===== src/rtl/int_ctrl_pkg.sv =====
// Shared constants and types for the interrupt controller.
package int_ctrl_pkg;

  // Number of interrupt sources; the controller is built for exactly 8.
  localparam int unsigned N_SRC = 8;

  // Width of a source index (0..N_SRC-1).
  localparam int unsigned ID_W = 3;

  // Word register indices (bus byte address bits 4:2).
  typedef enum logic [2:0] {
    REG_PEND     = 3'd0,
    REG_ENABLE   = 3'd1,
    REG_MODE     = 3'd2,
    REG_CLAIM    = 3'd3,
    REG_COMPLETE = 3'd4,
    REG_INSERV   = 3'd5
  } reg_idx_e;

  // CLAIM read value when no source is eligible.
  localparam logic [31:0] CLAIM_NONE = 32'd0;

  // Map a 1-based interrupt id (1..N_SRC) to a one-hot source mask;
  // any other id maps to an empty mask.
  function automatic logic [N_SRC-1:0] id_to_mask(input logic [3:0] id);
    logic [3:0] idx;
    id_to_mask = '0;
    idx        = id - 4'd1;
    if ((id >= 4'd1) && (id <= 4'd8)) begin
      id_to_mask[idx[ID_W-1:0]] = 1'b1;
    end
  endfunction

endpackage


===== src/rtl/int_prio_enc.sv =====
// Lowest-set-bit priority encoder: bit 0 has the highest priority.
module int_prio_enc
  import int_ctrl_pkg::*;
(
  input  logic [N_SRC-1:0] vec,
  output logic             valid,
  output logic [ID_W-1:0]  idx
);

  // Scan from the top down so the lowest set bit is the last one assigned.
  always_comb begin
    valid = 1'b0;
    idx   = '0;
    for (int unsigned i = N_SRC; i > 0; i--) begin
      if (vec[i-1]) begin
        valid = 1'b1;
        idx   = ID_W'(i - 1);
      end
    end
  end

endmodule


===== src/rtl/int_ctrl.sv =====
// Interrupt controller: 8 sources, per-source edge/level mode, enable,
// claim/complete handshake with in-service tracking and strict-priority
// preemption. irq is a registered request for one CPU interrupt line.
module int_ctrl
  import int_ctrl_pkg::*;
#(
  parameter int unsigned N_SRC = int_ctrl_pkg::N_SRC
) (
  input  logic             clk,
  input  logic             reset,
  input  logic [N_SRC-1:0] irq_in,
  input  logic             sel,
  input  logic             we,
  input  logic [2:0]       addr,
  input  logic [31:0]      wdata,
  output logic [31:0]      rdata,
  output logic             irq
);

  // Synchronizer stages (1,2) and edge-detect history (3).
  logic [N_SRC-1:0] sync1_q, sync1_d;
  logic [N_SRC-1:0] sync2_q, sync2_d;
  logic [N_SRC-1:0] sync3_q, sync3_d;

  // Architectural registers.
  logic [N_SRC-1:0] pend_q,   pend_d;
  logic [N_SRC-1:0] enable_q, enable_d;
  logic [N_SRC-1:0] mode_q,   mode_d;
  logic [N_SRC-1:0] inserv_q, inserv_d;
  logic             irq_q,    irq_d;

  // Decoded bus strobes.
  logic wr_pend;
  logic wr_enable;
  logic wr_mode;
  logic wr_complete;
  logic rd_claim;

  // Priority information.
  logic [N_SRC-1:0] eligible;
  logic             elig_valid;
  logic [ID_W-1:0]  best_idx;
  logic             inserv_valid;
  logic [ID_W-1:0]  inserv_idx;

  // Per-source update masks.
  logic [N_SRC-1:0] rise;
  logic [N_SRC-1:0] claim_mask;
  logic [N_SRC-1:0] complete_mask;
  logic [N_SRC-1:0] pend_clr;

  // Bus access decode.
  always_comb begin
    wr_pend     = sel & we  & (addr == REG_PEND);
    wr_enable   = sel & we  & (addr == REG_ENABLE);
    wr_mode     = sel & we  & (addr == REG_MODE);
    wr_complete = sel & we  & (addr == REG_COMPLETE);
    rd_claim    = sel & ~we & (addr == REG_CLAIM);
  end

  // Sources that may be claimed right now.
  always_comb begin
    eligible = pend_q & enable_q & ~inserv_q;
  end

  int_prio_enc u_elig_enc (
    .vec   (eligible),
    .valid (elig_valid),
    .idx   (best_idx)
  );

  int_prio_enc u_inserv_enc (
    .vec   (inserv_q),
    .valid (inserv_valid),
    .idx   (inserv_idx)
  );

  // Input synchronization and edge-detect history.
  always_comb begin
    sync1_d = irq_in;
    sync2_d = sync1_q;
    sync3_d = sync2_q;
  end

  // Claim/complete/W1C masks and next-state for PEND and INSERV.
  // Set terms are OR-ed in after clear terms so an edge beats a
  // same-cycle clear and a claim beats a same-cycle complete.
  always_comb begin
    rise          = sync2_q & ~sync3_q;
    claim_mask    = '0;
    if (rd_claim && elig_valid) begin
      claim_mask[best_idx] = 1'b1;
    end
    complete_mask = wr_complete ? id_to_mask(wdata[3:0]) : '0;
    pend_clr      = claim_mask | (wr_pend ? wdata[N_SRC-1:0] : '0);

    pend_d = '0;
    for (int unsigned i = 0; i < N_SRC; i++) begin
      if (mode_q[i]) begin
        pend_d[i] = rise[i] | (pend_q[i] & ~pend_clr[i]);
      end else begin
        pend_d[i] = sync2_q[i];
      end
    end

    inserv_d = (inserv_q & ~complete_mask) | claim_mask;
  end

  // ENABLE and MODE register writes.
  always_comb begin
    enable_d = wr_enable ? wdata[N_SRC-1:0] : enable_q;
    mode_d   = wr_mode   ? wdata[N_SRC-1:0] : mode_q;
  end

  // Request only when the best eligible source outranks everything in service.
  always_comb begin
    irq_d = elig_valid & (~inserv_valid | (best_idx < inserv_idx));
  end

  // Combinational read mux; upper bits always read zero.
  always_comb begin
    rdata = '0;
    case (addr)
      REG_PEND:   rdata[N_SRC-1:0] = pend_q;
      REG_ENABLE: rdata[N_SRC-1:0] = enable_q;
      REG_MODE:   rdata[N_SRC-1:0] = mode_q;
      REG_CLAIM:  rdata = elig_valid ? (32'(best_idx) + 32'd1) : CLAIM_NONE;
      REG_INSERV: rdata[N_SRC-1:0] = inserv_q;
      default:    rdata = '0;
    endcase
  end

  // State registers with asynchronous active-low reset.
  always_ff @(posedge clk or negedge reset) begin
    if (!reset) begin
      sync1_q  <= '0;
      sync2_q  <= '0;
      sync3_q  <= '0;
      pend_q   <= '0;
      enable_q <= '0;
      mode_q   <= '0;
      inserv_q <= '0;
      irq_q    <= 1'b0;
    end else begin
      sync1_q  <= sync1_d;
      sync2_q  <= sync2_d;
      sync3_q  <= sync3_d;
      pend_q   <= pend_d;
      enable_q <= enable_d;
      mode_q   <= mode_d;
      inserv_q <= inserv_d;
      irq_q    <= irq_d;
    end
  end

  assign irq = irq_q;

endmodule


===== config.mk =====
export PLATFORM = sky130hd
export DESIGN_NAME = int_ctrl
export DESIGN_NICKNAME = d
export VERILOG_FILES = /design/src/rtl/int_ctrl_pkg.sv /design/src/rtl/int_prio_enc.sv /design/src/rtl/int_ctrl.sv
export SDC_FILE = /design/constraint.sdc
export NUM_CORES = 1
export LEC_CHECK = 0
export BUFFER_PORTS_ARGS = -buffer_cell sky130_fd_sc_hd__buf_2
export CAP_MARGIN = 10
export CORE_MARGIN = 1
export CORE_UTILIZATION = 57
export DETAILED_ROUTE_END_ITERATION = 8
export PLACE_DENSITY = 0.86
export SYNTH_ARGS = -nofsm -noshare
export SYNTH_HDL_FRONTEND = slang
export SYNTH_SLANG_ARGS = --single-unit

===== constraint.sdc =====
create_clock -name clk -period 5.9 [get_ports clk]
set_input_delay 0.885 -clock clk [delete_from_list [all_inputs] [get_ports clk]]
set_output_delay 0.885 -clock clk [all_outputs]
set_load 0.01 [all_outputs]

# ---- Word-level counts from Yosys, hierarchy flattened
# Index checks and enable logic that the tools add are counted.
dict set report classes {
  addsub 2
  order_cmp 7
  eq_ne 5
  muxes 50
  bitwise 44
  reduce_logical 5
}
# cell n
set op_table {}
lappend op_table {{$mux 3} 16}
lappend op_table {{$pmux 8 s5} 1}
lappend op_table {{$and 8x8->8} 4}
lappend op_table {{$mux 8} 4}
lappend op_table {{$mux 1} 26}
lappend op_table {{$not 8->8} 3}
lappend op_table {{$and 1x1->1} 16}
lappend op_table {{$or 8x8->8} 2}
lappend op_table {{$not 1->1} 10}
lappend op_table {{$or 1x1->1} 9}
lappend op_table {{$lt 3x4->1 const B} 2}
lappend op_table {{$demux 1 s3} 2}
lappend op_table {{$eq 3x2->1 const B} 2}
lappend op_table {{$eq 3x3->1 const B} 2}
lappend op_table {{$ge 3x1->1 const B} 2}
lappend op_table {{$add 3x1->4 const B} 1}
lappend op_table {{$ge 4x1->1 const B} 1}
lappend op_table {{$le 4x4->1 const B} 1}
lappend op_table {{$logic_and 1x1->1} 4}
lappend op_table {{$mux 4} 1}
lappend op_table {{$eq 3x1->1 const B} 1}
lappend op_table {{$logic_not 3->1} 1}
lappend op_table {{$lt 3x3->1} 1}
lappend op_table {{$sub 3x1->3 const B} 1}
dict set report totals {
  register_bits 57
  inputBits 47
  out_inout_bits 33
  word_cells 121
}

# ---- Longest topological paths before layout
dict set report depth {
  word_depth 20
  depth_mapped 8
}

# ---- Cells and area by module
# Synthesis repeated with hierarchy kept, for this count alone.
dict set report hier_totals {
  hier_cells 288
  area_unflattened_um2 2951.6
}
# mod n_inst cells_per_inst area_per_inst_um2 seq_area_each_um2
set by_module_without_submodules {}
lappend by_module_without_submodules {int_ctrl 1 262 2791.4 1426.4}
lappend by_module_without_submodules {int_prio_enc 2 13 80.1 0.0}

# ---- Worst setup path after synthesis
# Ideal clock, no wire load.
dict set report synth_path {
  path_kind {input-to-output}
  startpoint {input port addr[0]}
  endpoint {output port rdata[2]}
  arrival_time_ns 1.858
  t_required_ns 5.015
  path_slack_ns 3.157
  cell_stages 5
  cell_sequence {clkbuf_1 > mux2i_1 > a2bb2oi_1 > nor2_1 > a221o_1}
}
dict set report synth_between {
  elab_chain_len 2
  word_cells_on_any_way 6
  cone_classes {4 x eq/ne; 1 x mux; 1 x reduce/logical}
}
# item line_no
set synth_rtl {}
lappend synth_rtl {{start: declaration} int_ctrl.sv:14} ;# input logic [2:0] addr,
lappend synth_rtl {{$eq 3x3->1, or another cell as far along} int_ctrl.sv:123} ;# case (addr)
lappend synth_rtl {{$pmux 8 s5 *} int_ctrl.sv:123}
lappend synth_rtl {{end: declaration} int_ctrl.sv:16} ;# output logic [31:0] rdata,
# Mark *: on every way between the ends. The rest lies on a longest branch, timed or not.

# ---- Final worst setup path
dict set report layout_path {
  startpoint {register inserv_q[6]}
  endpoint {output port rdata[2]}
}
dict set report layout_between {
  elab_chain_len 12
  word_cells_on_any_way 19
  cone_classes {1 x add/sub; 16 x mux; 2 x bitwise}
}
# item line_no
set layout_rtl {}
lappend layout_rtl {{start: declaration} int_ctrl.sv:29} ;# logic [N_SRC-1:0] inserv_q, inserv_d;
lappend layout_rtl {{start signal: assignment} int_ctrl.sv:151} ;# inserv_q <= inserv_d;
lappend layout_rtl {{$not 8->8 *} int_ctrl.sv:63} ;# eligible = pend_q & enable_q & ~inserv_q;
lappend layout_rtl {{$and 8x8->8 *} int_ctrl.sv:63}
lappend layout_rtl {{$mux 3 (7 in series)} int_prio_enc.sv:15} ;# if (vec[i-1]) begin
lappend layout_rtl {{$add 3x1->4} int_ctrl.sv:127} ;# REG_CLAIM: rdata = elig_valid ? (32'(best_idx) + 32'd1) : CLAIM_NONE;
lappend layout_rtl {{$mux 4 *} int_ctrl.sv:127}
lappend layout_rtl {{$pmux 8 s5 *} int_ctrl.sv:123}
# Marks and branches as above.

==> key figures <==
Run status
  – Outcome: finished, final reports clean

Layout
  – Number of antenna repair diodes: 0
  – Proportion of layout cells with a drive suffix above 1: 0.1899
  – Area taken by multi-input logic gates: 1393 sq um
  – NumNets Final: 363
  – Top library cells by usage in the layout, fill and taps aside: 57 x dfrtp_1, 31 x buf_2, 24 x conb_1
  – Number of filler cells placed in the layout: 357
  – Total area of sequential cells: 1426 sq um
  – Area of all placed cells without fillers: 3321 sq um
  – Signed area change from the synthesized netlist to the final layout: 11.89%
  – Most common cell after layout, fill and taps aside: dfrtp_1

Worst setup path
  – Setup Crit Path Kind: register to primary output
  – Crit. End Element: primary output
  – Gate family responsible for the most delay along the worst path: compound AO/OA/AOI/OAI gates
  – Peak fanout along the critical path: 9
  – Cell type of the slowest stage on the worst timing path: dfrtp_1
  – Signal arrival time at the worst endpoint: 2.64 ns
  – Launching element type of the critical path: register
  – Data required time at the worst endpoint: 5.02 ns
  – Critical Path, Cell by Cell: nand3b_1 -> a211o_1 -> a21oi_4 -> inv_4 -> ha_1 -> xnor2_1 -> a221o_1 -> buf_2
  – Worst stage delay on the critical path: 0.44 ns
  – Buffering stage count on the worst path with inverters included: 2

Timing
  – Min Tclk post-route: 3.527 ns
  – Total count of hold-check failures in the final report: 0
  – Aggregate negative setup slack: 0 ns
  – Transition at the pin with the smallest max-transition slack: 0.6836 ns
  – Smallest setup slack after layout: 2.373 ns
  – Unrepaired setup endpoints after global routing: false
  – Final setup viols: 0
  – Tightest hold margin: 0.3482 ns
  – Crit share post-route: 0.5979
  – Peak Freq: 0.2835 GHz
  – Max-slew violation count: 0
  – Worst slew margin relative to its limit: 0.5442
  – Worst clock skew: 0.009288 ns

Yosys
  – Number of synthesized flops with an enable pin: 0
  – Most used DFF post-synth: dfrtp_1
  – Sequential cell area fraction in the yosys report: 0.4806
  – Yosys synthesis warning count: 0
  – Post-synth cell types: 55
  – Post-Synthesis Cells: 275
  – Post-Syn Area: 2968 sq um
  – Post-synth ARST share: 1.000
  – Per-instance average area after synthesis: 10.79 sq um
  – Yosys reg bits: 57

Floorplan
  – Effective utilization at floorplan: 0.6082
  – Chip height: 74.16 um
  – Row count: 25
  – Std-Cell Core Area: 4880 sq um
  – Number of primary I/O pins: 80
  – Area of the die: 5499 sq um
  – Width of the die: 74.16 um

CTS
  – Clk buf depth: 2
  – Number of levels the H-tree was split into: 3
  – CTS tree: built
  – Buffer cell driving the clock tree root: clkbuf_8
  – Clock-pin slew of the registers on the worst-case setup and hold paths: 0.06 ns
  – Hold-fix buffers at CTS: 0
  – Inserted Clock Buffers: 9
  – Buffers inserted by post-CTS timing repair: 0
  – Resize count post-CTS: 0
  – Number of sinks driven by the clock tree: 57
  – Clock insertion delay at the later pin of the skew report: 0.34 ns

Job
  – Max-cap violation count: 0

Global routing
  – Via count of the first global-routing pass: 2194
  – GR Layer Usage met2: 0.4000
  – Met1 Usage GRT: 0.3558
  – Number of antenna violations at the first check in global routing: 0
  – Maximum number of pins on one net before global-route repair: 58
  – GRT Residual Overflow: 0
  – Global-route usage over all layers: 0.2695
  – Most Crowded Layer GR: met2
  – Global-route wire length before repair: 10530 um
  – Met3 demand-to-capacity share in global routing: 0.07046

Route
  – Final wirelength: 6704 um
  – Total number of vias: 2324
  – Via-per-instance ratio: 6.068
  – Count of TritonRoute iterations in the first routing pass: 5
  – Average routed wire per standard cell: 17.50 um
  – Number of DRC violations after detailed-routing iteration 0: 224
  – Remaining antenna violation count after routing: 0
  – DRC Markers: 0

Place
  – Routability Congestion: 0.9238
  – Port buffer count: 31
  – Pre-CTS WS: 2.772 ns
  – Estimated wirelength of the detail-placed design: 4656 um
  – Placed cell areas: 3094 sq um

Min path
  – Type of the tightest min-delay check: register to register

Pwr
  – Cell area power density: 370.8 nW/um^2
  – VDD IR max: 0.0002101 V
  – Static Leakage: 1.552 nW
  – Final total power: 1.231 mW
-- final timing paths --
path | from | endpoint | slack (ns) | cells past startpoint
setup / recovery | inserv_q[6] | rdata[2] | 2.37 | 8
hold / removal | sync1_q[5] | sync2_q[5] | 0.35 | 0
setup reg to reg | inserv_q[4] | irq | 3.48 | 8
hold reg to reg | sync1_q[5] | sync2_q[5] | 0.35 | 0
max in group asynchronous | reset | sync2_q[0] | 4.77 | 2
min in group asynchronous | reset | sync1_q[6] | 0.67 | 2
-- area by class of cell --
cell class,instances,share of cell area
inverters,7,0.008666
flip-flops and latches,57,0.4295
clock buffers,15,0.05916
well taps,67,0.02524
clock inverters,1,0.009043
repair buffers,32,0.04898
multi-input cells,204,0.4194
-- cells by family (layout without fill, tap and decap cells) --
kind of cell / after synthesis / count (layout) / share of synthesized area
buf+inv: 37 / 55 / 0.07926
xor+xnor: 2 / 2 / 0.005903
mux: 24 / 24 / 0.08643
flops: 57 / 57 / 0.4806
other cells: 1 / 24 / 0.001264
fa+ha+maj: 5 / 5 / 0.02108
compound gates: 69 / 69 / 0.1691
simple gates: 80 / 80 / 0.1564
-- Yosys cell counts, types with 4 or more instances --
cell / instances / share of area
nand3_1: 9 / 0.015
dfrtp_1: 57 / 0.48
a21boi_0: 4 / 0.010
nand2_1: 18 / 0.023
a31oi_1: 9 / 0.019
ha_1: 5 / 0.021
o22ai_1: 6 / 0.013
nor3_1: 5 / 0.0084
mux2_1: 8 / 0.030
o31ai_1: 9 / 0.023
nor2_1: 8 / 0.010
buf_4: 24 / 0.061
and3b_1: 8 / 0.024
nand3b_1: 8 / 0.020
o21ai_0: 6 / 0.010
inv_1: 6 / 0.0076
mux2i_1: 11 / 0.037
a21oi_1: 7 / 0.012
mux2_2: 5 / 0.019
-- per-stage QoR --
stage	util	std cells
finish	0.6805	383
CTS	0.6805	383
detailed placement	0.6341	367
floorplan	-	298
global route	0.6805	383
global placement	0.6341	367
-- where the power goes --
| group | internal (mW) | switching, mW | total, mW |
|---|---|---|---|
| clock network | 0.253 | 0.146 | 0.398 |
| registers | 0.450 | 0.0588 | 0.509 |
| logic | 0.136 | 0.188 | 0.324 |
-- sequential cells by signal (all words and copies together), names as in the netlist --
| register | flops |
|---|---|
| inserv_q | 8 |
| sync2_q | 8 |
| irq | 1 |
| sync1_q | 8 |
| mode_q | 8 |
| enable_q | 8 |
| pend_q | 8 |
| sync3_q | 8 |
-- routing by layer --
| layer | up-vias | share of wire |
|---|---|---|
| met1 | 1120 | 0.42 |
| met2 | 137 | 0.47 |
| li1 | 1049 | - |
| met3 | 18 | 0.086 |
| met5 | - | 0 |
| met4 | 0 | 0.026 |
No activity file was read; power rests on OpenSTA's default activity.
